File: src/rtl/fifo_rd_adapter.sv
// fifo_rd_adapter: drains a synchronous FIFO onto a valid/ready stream.
// Absorbs the FIFO's one-cycle read latency with a 2-entry skid buffer and
// only issues reads when the buffer is guaranteed to have room. The buffer
// has room when the occupied entries plus the word in flight, minus the word
// leaving this cycle, is below 2. A FIFO underflow observed on an in-flight
// read is recorded in a sticky error flag.
module fifo_rd_adapter #(
  parameter int FIFO_WIDTH = 16
) (
  input  logic                  clk,
  input  logic                  rst_n,
  input  logic                  fifo_empty,
  input  logic                  fifo_almostempty,
  input  logic                  fifo_underflow,
  input  logic [FIFO_WIDTH-1:0] fifo_data_out,
  output logic                  fifo_rd_en,
  output logic                  m_valid,
  input  logic                  m_ready,
  output logic [FIFO_WIDTH-1:0] m_data,
  output logic [15:0]           rd_count,
  output logic                  underflow_err,
  input  logic                  clear_err
);

  typedef enum logic [1:0] {
    OCC_EMPTY = 2'd0,
    OCC_ONE   = 2'd1,
    OCC_TWO   = 2'd2
  } occ_e;

  occ_e                  occ_q, occ_d;
  logic                  in_flight_q, in_flight_d;
  logic                  head_q, head_d;
  logic                  tail_q, tail_d;
  logic [FIFO_WIDTH-1:0] buf0_q, buf0_d;
  logic [FIFO_WIDTH-1:0] buf1_q, buf1_d;
  logic [15:0]           rd_count_q, rd_count_d;
  logic                  err_q, err_d;

  logic                  pop;
  logic                  capture;
  logic                  uf_hit;
  logic [2:0]            pending;

  // Stream handshake and read-request decision.
  always_comb begin
    m_valid    = (occ_q != OCC_EMPTY);
    m_data     = head_q ? buf1_q : buf0_q;
    pop        = m_valid && m_ready;
    capture    = in_flight_q && !fifo_underflow;
    uf_hit     = in_flight_q && fifo_underflow;
    // Entries that will be committed after this cycle, counting the word
    // already on its way from the FIFO.
    pending    = 3'(occ_q) + {2'b00, in_flight_q} - {2'b00, pop};
    // The almost-empty term stops a second read while the FIFO's last word
    // is in flight: its empty flag lags by one cycle.
    fifo_rd_en = !fifo_empty
                 && !(in_flight_q && fifo_almostempty)
                 && (pending < 3'd2);
  end

  // Occupancy FSM: EMPTY / ONE / TWO driven by capture and pop.
  always_comb begin
    occ_d = occ_q;
    unique case (occ_q)
      OCC_EMPTY: begin
        if (capture) begin
          occ_d = OCC_ONE;
        end
      end
      OCC_ONE: begin
        if (capture && !pop) begin
          occ_d = OCC_TWO;
        end else if (!capture && pop) begin
          occ_d = OCC_EMPTY;
        end
      end
      OCC_TWO: begin
        // A capture into a full buffer without a pop is excluded by the
        // read gating, so only the pop-only case changes state here.
        if (pop && !capture) begin
          occ_d = OCC_ONE;
        end
      end
      default: begin
        occ_d = OCC_EMPTY;
      end
    endcase
  end

  // Buffer storage, pointers, pop counter and sticky error next-state.
  always_comb begin
    in_flight_d = fifo_rd_en;
    head_d      = head_q ^ pop;
    tail_d      = tail_q ^ capture;
    buf0_d      = buf0_q;
    buf1_d      = buf1_q;
    if (capture && !tail_q) begin
      buf0_d = fifo_data_out;
    end
    if (capture && tail_q) begin
      buf1_d = fifo_data_out;
    end
    rd_count_d = rd_count_q + 16'(pop);
    err_d      = err_q;
    if (clear_err) begin
      err_d = 1'b0;
    end
    // A fresh underflow wins over a simultaneous clear.
    if (uf_hit) begin
      err_d = 1'b1;
    end
  end

  // State registers; reset drops any in-flight word and empties the buffer.
  always_ff @(posedge clk or negedge rst_n) begin
    if (!rst_n) begin
      occ_q       <= OCC_EMPTY;
      in_flight_q <= 1'b0;
      head_q      <= 1'b0;
      tail_q      <= 1'b0;
      buf0_q      <= '0;
      buf1_q      <= '0;
      rd_count_q  <= '0;
      err_q       <= 1'b0;
    end else begin
      occ_q       <= occ_d;
      in_flight_q <= in_flight_d;
      head_q      <= head_d;
      tail_q      <= tail_d;
      buf0_q      <= buf0_d;
      buf1_q      <= buf1_d;
      rd_count_q  <= rd_count_d;
      err_q       <= err_d;
    end
  end

  assign rd_count      = rd_count_q;
  assign underflow_err = err_q;

endmodule

File: config.mk
export PLATFORM = sky130hd
export DESIGN_NAME = fifo_rd_adapter
export DESIGN_NICKNAME = d
export VERILOG_FILES = /design/src/rtl/fifo_rd_adapter.sv
export SDC_FILE = /design/constraint.sdc
export NUM_CORES = 1
export LEC_CHECK = 0
export BUFFER_PORTS_ARGS = -buffer_cell sky130_fd_sc_hd__buf_2
export CAP_MARGIN = 10
export CORE_ASPECT_RATIO = 1.5
export CORE_MARGIN = 2
export CORE_UTILIZATION = 45
export DETAILED_ROUTE_END_ITERATION = 8
export PLACE_DENSITY_LB_ADDON = 0.15
export REMOVE_ABC_BUFFERS = 1
export SYNTH_ARGS = -nofsm -noshare
export SYNTH_HDL_FRONTEND = slang
export SYNTH_SLANG_ARGS = --single-unit
File: constraint.sdc
create_clock -name clk -period 2.4 [get_ports clk]
set_input_delay 0.12 -clock clk [delete_from_list [all_inputs] [get_ports clk]]
set_output_delay 0.12 -clock clk [all_outputs]
set_load 0.01 [all_outputs]
=== Word-level counts from Yosys, hierarchy flattened ===
Index checks and enable logic that the tools add are counted.

* Bits of input ports: 23
* Flip-flop bits (word level): 54
* Word-level logic and storage cells: 47
* Output and inout bits: 35

* Reduce and logical (&&, ||, !) cells: 20
* Equality and inequality tests: 5
* Bitwise logic cells: 2
* Add/sub/neg operators: 3
* Order comparisons: 1
* Muxes and demuxes: 8

{| class="wikitable"
|+ Operators with widths
! kind !! count
|-
| adder 16 x 1 -> 16 bit || 1
|-
| 2-to-1 mux 16 bit || 1
|-
| logical AND 1 bit || 10
|-
| 2-to-1 mux 2 bit || 4
|-
| logical NOT 1 bit || 6
|-
| one-hot mux 2 bit (3 select lines) || 1
|-
| != test 2 bit (second input constant) || 2
|-
| nonzero test 2 bit || 2
|-
| adder 2 x 1 -> 3 bit || 1
|-
| less-than comparator 3 x 2 -> 1 bit (second input constant) || 1
|-
| != test 3 bit (second input constant) || 1
|-
| AND reduction 3 bit || 1
|-
| subtractor 3 x 1 -> 3 bit || 1
|-
| == test 2 x 1 -> 1 bit (second input constant) || 1
|-
| == test 2 bit (second input constant) || 1
|-
| logical NOT 2 bit || 1
|-
| 2-to-1 mux 1 bit || 2
|-
| XOR 1 bit || 2
|}

=== Logic depth before layout (Yosys ltp) ===
Gate-level depths: netlist of the first run.

* Word-level depth: 7
* Gate-level depth with buffers: 9
* Depth with buffers taken out: 8

=== Worst setup path after synthesis of the first run ===
OpenSTA, ideal clock, no wires.

* Path type: reg-to-reg
* From: reg occ_q[1]
* To: reg in_flight_q
* Period minus slack after synthesis: 2.449 ns
* Setup time: 0.202 ns
* Required time: 2.198 ns
* Path slack: -0.049 ns
* Arrival time: 2.247 ns
* Path buffers: 0
* Cell stages (with the launch flop): 7
* Cell sequence: dfrtp_1 -> or2_2 -> nand2_1 -> nor2_1 -> fa_1 -> inv_1 -> a2111oi_0

* Cells in the longest elaborated chain, start to end: 5
* Elaborated cells on any way between the ends: 6
* Those cells by class: add/sub (2); order compare (1); reduce/logical (3)

{| class="wikitable"
|+ Ends and longest elaborated chain
! item !! line !! text
|-
| from (decl) || 31 || <nowiki>occ_e occ_q, occ_d;</nowiki>
|-
| from (signal assigned) || 118 || <nowiki>occ_q <= OCC_EMPTY;</nowiki>
|-
| from (signal assigned) || 127 || <nowiki>occ_q <= occ_d;</nowiki>
|-
| nonzero test 2 bit || 47 || <nowiki>m_valid = (occ_q != OCC_EMPTY);</nowiki>
|-
| named net m_valid || 17 || <nowiki>output logic m_valid,</nowiki>
|-
| logical AND 1 bit || 49 || <nowiki>pop = m_valid && m_ready;</nowiki>
|-
| subtractor 3 x 1 -> 3 bit || 54 || <nowiki>pending = 3'(occ_q) + {2'b00, in_flight_q} - {2'b00, pop};</nowiki>
|-
| less-than comparator 3 x 2 -> 1 bit || 59 || <nowiki>&& (pending < 3'd2);</nowiki>
|-
| logical AND 1 bit || 59 ||
|-
| named net fifo_rd_en || 16 || <nowiki>output logic fifo_rd_en,</nowiki>
|-
| to (signal assigned) || 128 || <nowiki>in_flight_q <= in_flight_d;</nowiki>
|-
| to (decl) || 32 || <nowiki>logic in_flight_q, in_flight_d;</nowiki>
|}

The timed path passes the listed nets, and every way through them passes these cells.
A chain may end at the register's enable or synchronous reset.

=== Final worst setup path of the first run ===
* From: reg occ_q[0]
* To: out fifo_rd_en

* Cells in the longest elaborated chain, start to end: 5
* Elaborated cells on any way between the ends: 6
* Those cells by class: add/sub (2); order compare (1); reduce/logical (3)

{| class="wikitable"
|+ Ends and longest elaborated chain
! item !! line
|-
| branches (longest 2 deep; another with adder 2 x 1 -> 3 bit) || -
|-
| subtractor 3 x 1 -> 3 bit (*) || 54
|-
| less-than comparator 3 x 2 -> 1 bit (*) || 59
|-
| logical AND 1 bit (*) || 59
|-
| to (decl) || 16
|}

Mark *: on every way between the ends.

==> results.cfg, run 1 <==
[synth]
synth_seq_cells = 54
syn_area_per_cell_um2 = 13.8
synth_area_um2 = 2380
synth_edf_count = 0
ys_seq_area_share_pct = 56.8
yosys_most_used_dff = dfrtp_1
yosys.cell_types.count = 23
synthArstFlopShare_pct = 100
syn-instance-count = 172
yosysWarnings = 0

[power_and_ir_drop]
netSwitchingFraction_pct = 31.8
power_frac_clock_pct = 14.7
seq_power_share_pct = 44.3
p_leak_nw = 1.46
p_int_mw = 2.27
power.switching_mw = 1.05
vdd_drop_max_uv = 556
comb_power_share_pct = 41.0
p_per_area_nw_per_um2 = 1140
total_power_mw = 3.32

[placement]
place_ws_ns = 0.167
place.gp.congestion = 0.702
dpl.hpwl_mm = 2.90
numPortBuffers = 57
placed_area_um2 = 2750

[finish]
finalNetCount = 268
drive_gt1_share_pct = 51.9
syn2layout_area_growth_pct = 22.3
final_common_cell = buf_2
final_cell_mix = buf_2, dfrtp_1, mux2_2
final_util_pct = 56.8
antenna_cells = 0
fin_area_um2 = 2910
nFillCells = 479

[global_route]
grt_start_max_net_pins = 55
grt_pass1_vias = 1568
antenna_found_initial = 0
grt_pass1_wl_mm = 6.93
grt_overflow = 0
gr-usage-all-layers_pct = 15.1

[timing]
worst_slack_ns = 0.119
slew_viol_final = 0
fin_crit_sh_pct = 95.0
clock_skew_ns = 0.00207
worst_hold_slack_ns = 0.0578
finalSetupViolCount = 0
fin_crit_ns = 2.28
max_freq_ghz = 0.438
tightest_slew_ns = 0.667
relSlewSlack_pct = 55.5
hold_viol = 0

[worst_setup_path]
cp.arrival_ns = 2.16
critPathMaxStageDelay_ns = 0.49
cp_cell_sequence = or2_4, nand2_2, nor2_1, fa_1, inv_1, a2111oi_4, buf_2
cp_slowest_cell = fa_1
r2r-end = rd_count[8]$_DFF_PN0_
cp_max_fo = 5
path_class = flop to output pin
rr_startpoint = occ_q[0]$_DFFE_PN0P_
end_kind = output pin
start_kind = flop
reg2reg_depth = 9
r2r_setup_slack_ns = 0.40
required_ns = 2.28

[clocking]
cts.sinks = 54
tritoncts = done
htreeDepth = 2
clk_path_buf_depth = 2
clock-root-buffer = clkbuf_8
cts_buffers = 5
clkTransAtPathRegs_ns = 0.08
clk_latency_ns = 0.30

[floorplan]
core_um2 = 5120
fp.dieH_um = 93.1
die-area_um2 = 5900
io_pins = 58
start_util_pct = 46.5
die_x_um = 63.4
row_count = 32

[hold_path]
hold_end = underflow_err$_DFFE_PN0P_
worstHoldStart = fifo_underflow
worstHoldPathType = input pin to flop
whs_path_depth = 3

[status]
outcome = finished, final reports clean

[drt]
ant_nets = 0
drc = 0
wl_per_cell_um = 13.6
via_per_inst = 4.90
vias = 1505
dr.pass1.iters = 4
detail_route.iter0.violations = 41
totalWireLength_mm = 4.18

[job]
maxCapViolations = 0
[power by group through the flow]
| stage | sequential (mW) | clock, mW | combinational, mW |
|---|---|---|---|
| 6_report | 1.47 | 0.486 | 1.36 |
| 5_1_grt | 1.53 | 0.545 | 1.50 |
| 4_1_cts | 1.47 | 0.510 | 1.34 |
| 3_5_place_dp | 1.49 | 0 | 1.32 |
| 3_3_place_gp | 1.48 | 0 | 1.29 |
| 2_1_floorplan | 1.50 | 0 | 0.836 |
[worst max-delay path: cells and delay by family (launching register included)]
kind / cells / cell delay [ns]
simple gates: 3 / 0.35
flops: 1 / 0.42
compound gates: 1 / 0.34
fa+ha+maj: 1 / 0.49
buf+inv: 2 / 0.26
[state kept, by name, indices dropped and copies added, names as in the netlist]
name,cells
tail_q,1
underflow_err,1
buf0_q,16
head_q,1
in_flight_q,1
buf1_q,16
rd_count,16
occ_q,2
[logic make-up (layout without fill, tap and decap cells)]
logic type               after synthesis  after routing  share of synthesized area, %
AO/OA/AOI/OAI                          7              7                          1.89
XOR/XNOR                              17             17                          6.57
adder cells (fa/ha/maj)                5              5                          2.94
buffers and inverters                 13             80                          2.52
flip-flops                            54             54                          56.8
multiplexers                          48             48                          22.7
AND/OR/NAND/NOR                       28             28                          6.62
[worst max-delay path by stage]
stage                          startpoint                     to  slack [ns]
global placement     occ_q[0]$_DFFE_PN0P_             fifo_rd_en        0.21
detailed placement   occ_q[0]$_DFFE_PN0P_             fifo_rd_en        0.17
global route        in_flight_q$_DFF_PN0_             fifo_rd_en      -0.009
CTS                  occ_q[0]$_DFFE_PN0P_             fifo_rd_en       0.006
floorplan            occ_q[1]$_DFFE_PN0P_  in_flight_q$_DFF_PN0_       -0.05
finish               occ_q[0]$_DFFE_PN0P_             fifo_rd_en        0.12
[per-layer routing]
layer	wire [um]	GRT usage, %
met3	202	3.73
met4	68	5.98
met5	0	0
met1	1720	18.1
met2	2180	25.8
[layout make-up]
| class | count | area [um2] | share of cell area (%) |
|---|---|---|---|
| Clock buffer | 6 | 82.6 | 2.84 |
| Timing Repair Buffer | 68 | 378 | 13.0 |
| Sequential cell | 54 | 1350 | 46.4 |
| Multi-Input combinational cell | 105 | 993 | 34.1 |
| Tap cell | 68 | 85.1 | 2.92 |
| Inverter | 6 | 22.5 | 0.773 |
[Yosys cell counts, types with 2 or more instances]
master / number / area share [%]
a21oi_1: 2 / 0.42
and3_1: 7 / 1.8
and3_4: 2 / 0.95
buf_2: 6 / 1.3
dfrtp_1: 54 / 57
ha_1: 4 / 2.1
inv_1: 6 / 0.95
mux2_2: 48 / 23
nand2_1: 4 / 0.63
nand2b_1: 2 / 0.53
nand3_1: 10 / 2.1
nor2_1: 2 / 0.32
xnor2_1: 10 / 3.7
xor2_1: 6 / 2.2
[stage by stage]
step                cells   TNS, ns
floorplan             165   -0.0494
global placement      295         0
detailed placement    295         0
CTS                   305         0
global route          307  -0.00883
finish                307         0
[what timing repair did]
action,in CTS,in global routing
resized for setup,3,2
hold endpoints to repair,56,0
endpoints found under the setup margin,1,1
pin swaps,0,3
buffers inserted,0,2
hold buffers,4,0
Note: power is estimated with default switching activity, not from simulation.
==> inputs of run 2 (changes only) <==
Settings changed: ABC_AREA set to 1, ABC_CLOCK_PERIOD_IN_PS set to 2400.
==> run 2 against run 1 <==
Effect of this change:
- via count grew 29%
- global-route usage rose by 1.9 points
- flip-flop and latch count is the same
- design area grew 6.1%
- cell count grew 33%
- synthesized cell count rose by 59%
- clock-buffer cell count is 1 higher
- die area grew 7.9%
- worst setup slack improved by 0.078 ns
- synthesized area grew 8.3%
- register-to-register slack better by 0.24 ns
- highest routed layer unchanged
- routed wire length up 17%
- critical path type unchanged
==> results.cfg, run 2 <==
[status]
outcome = finished, final reports clean

[timing]
fin_crit_sh_pct = 91.8
fin_crit_ns = 2.20
finalSetupViolCount = 0
tightest_slew_ns = 0.723
setup_tns_ns = 0
rsz0062_at_grt = no
relSlewSlack_pct = 51.8
hold_viol = 0
slew_viol_final = 0
clock_skew_ns = 0.00502
max_freq_ghz = 0.454

[global_route]
gr-usage-all-layers_pct = 17.0
antenna_found_initial = 0
use_met3_pct = 3.37
grt_overflow = 0
grt_util_met2_pct = 30.4
met1_usage_pct = 20.3
grt_pass1_wl_mm = 8.63
grt_start_max_net_pins = 33
top_usage_layer = met2
grt_pass1_vias = 1962

[finish]
final_common_cell = nand2_1
antenna_cells = 0
syn2layout_area_growth_pct = 19.9
drive_gt1_share_pct = 33.3
nFillCells = 520
fin_cells = 409
final_cell_mix = nand2_1, buf_2, dfrtp_1
fin_area_um2 = 3090
final_util_pct = 56.3
finalNetCount = 366

[clocking]
cts.sinks = 54
htreeDepth = 2
clock-root-buffer = clkbuf_8
clk_latency_ns = 0.30
tritoncts = done
clk_path_buf_depth = 2
clkTransAtPathRegs_ns = 0.09
cts_buffers = 5

[worst_setup_path]
cp_slowest_cell = fa_1
start_kind = flop
r2r-end = rd_count[10]$_DFF_PN0_
cp.arrival_ns = 2.08
end_kind = output pin
path_class = flop to output pin
crit_top_cell = inv_2
reg2reg_depth = 11
critPathMaxStageDelay_ns = 0.48
cp_cell_sequence = inv_2, nand2_2, nand2_4, inv_2, nor2_1, o21ai_1, fa_1, nand3_1, a211oi_2, buf_2
cp_max_fo = 5
required_ns = 2.28
r2r_setup_slack_ns = 0.64
rr_startpoint = occ_q[1]$_DFFE_PN0P_

[synth]
syn_area_per_cell_um2 = 9.45
synth_edf_count = 0
yosysWarnings = 0
yosys.area.top_type = dfrtp_1
synthArstFlopShare_pct = 100
yosys.cell_types.count = 28
synthMostInstantiatedCell = nand2_1
ys_seq_area_share_pct = 52.4
syn-instance-count = 273
synth_top_area_share_pct = 52.4
synth_seq_cells = 54
synthTopCellsByArea = dfrtp_1, nand2_1, o21ai_0
yosys_most_used_dff = dfrtp_1
synth_area_um2 = 2580
synth_commonest_cells = nand2_1, dfrtp_1, o21ai_0

[job]
maxCapViolations = 0

[power_and_ir_drop]
comb_power_share_pct = 39.7
netSwitchingFraction_pct = 36.3
power.switching_mw = 1.21
p_leak_nw = 1.55
vdd_drop_max_uv = 588
total_power_mw = 3.34
p_per_area_nw_per_um2 = 1080
p_int_mw = 2.13
power_frac_clock_pct = 15.2
seq_power_share_pct = 45.1

[drt]
dr.pass1.iters = 4
vias = 1936
ant_nets = 0
detail_route.iter0.violations = 37
drc = 0
wl_per_cell_um = 12.0
totalWireLength_mm = 4.89
via_per_inst = 4.73

[hold_path]
worstHoldStart = fifo_data_out[4]
worstHoldPathType = input pin to flop
whs_path_depth = 3
hold_end = buf0_q[4]$_DFFE_PN0P_

[placement]
placed_area_um2 = 2940
place.gp.congestion = 0.804
numPortBuffers = 57
dp_cells = 396
dpl.hpwl_mm = 3.59

[floorplan]
core_um2 = 5490
io_pins = 58
row_count = 33
die-area_um2 = 6360
fp.dieH_um = 96.7
die_x_um = 65.8
start_util_pct = 47.0
==> run 2: cell types whose count changed after synthesis, moves of 4 or more <==
| cell | change |
|---|---|
| and3_1 | -7 |
| inv_1 | +25 |
| o21ai_0 | +31 |
| xnor2_1 | -5 |
| nor2_1 | +8 |
| nand2_2 | +10 |
| mux2_2 | -42 |
| mux2_4 | +10 |
| nor2_2 | +7 |
| o21ai_1 | +4 |
| nand2_1 | +61 |
==> run 2: power groups by stage <==
stage	clock, mW	sequential [mW]	combinational (mW)
CTS	0.535	1.51	1.33
global route	0.566	1.56	1.51
floorplan	0	1.50	0.841
global placement	0	1.52	1.29
finish	0.508	1.51	1.33
detailed placement	0	1.53	1.32
==> run 2: timing repair <==
action,4_1_cts,5_1_grt
setup endpoints to repair,0,1
hold buffers,4,0
buffers inserted,0,1
gates resized for setup,0,4
hold endpoints to repair,56,0
==> run 2: worst max-delay path by stage <==
stage / startpoint / endpoint
2_1_floorplan: occ_q[1]$_DFFE_PN0P_ / in_flight_q$_DFF_PN0_
3_3_place_gp: occ_q[1]$_DFFE_PN0P_ / fifo_rd_en
3_5_place_dp: occ_q[1]$_DFFE_PN0P_ / fifo_rd_en
4_1_cts: occ_q[1]$_DFFE_PN0P_ / fifo_rd_en
5_1_grt: occ_q[1]$_DFFE_PN0P_ / fifo_rd_en
6_report: occ_q[1]$_DFFE_PN0P_ / fifo_rd_en
==> run 2: area by class of cell <==
| class | count | area [um2] | share of cell area [%] |
|---|---|---|---|
| Clock buffer | 7 | 86.3 | 2.79 |
| Clock inverter | 1 | 5.00 | 0.162 |
| Inverter | 35 | 131 | 4.25 |
| Multi-Input combinational cell | 175 | 1060 | 34.2 |
| Sequential cell | 54 | 1350 | 43.7 |
| Tap cell | 70 | 87.6 | 2.83 |
| Timing Repair Buffer | 67 | 370 | 12.0 |
==> run 2: logic make-up after synthesis <==
group,share of synthesized area (%)
buffers and inverters,6.94
adders and majority gates,2.72
and+or+nand+nor,18.9
DFF,52.4
xor gates and xnor gates,2.72
muxes,8.44
AOI/OAI and AO/OA,7.86
==> run 2: through the flow <==
stage               worst slack, ns  hold WS [ns]
floorplan                     0.430        -0.176
global placement              0.412         0.141
detailed placement            0.367         0.143
CTS                          0.0221        0.0265
global route                0.00995        0.0422
finish                        0.197        0.0396
==> run 2: metal layers <==
metal	up-vias	part of all wire [%]
met2	40	51
met5	-	0
met1	905	43
met4	0	1.2
li1	985	-
met3	6	4.6
==> run 2: worst max-delay path: cells and delay by family (launching register included) <==
kind                     cells  cell delay, ns
adder cells (fa/ha/maj)      1            0.48
flip-flops                   1            0.44
AND/OR/NAND/NOR              4            0.33
buffers and inverters        3            0.29
AO/OA/AOI/OAI                2            0.24
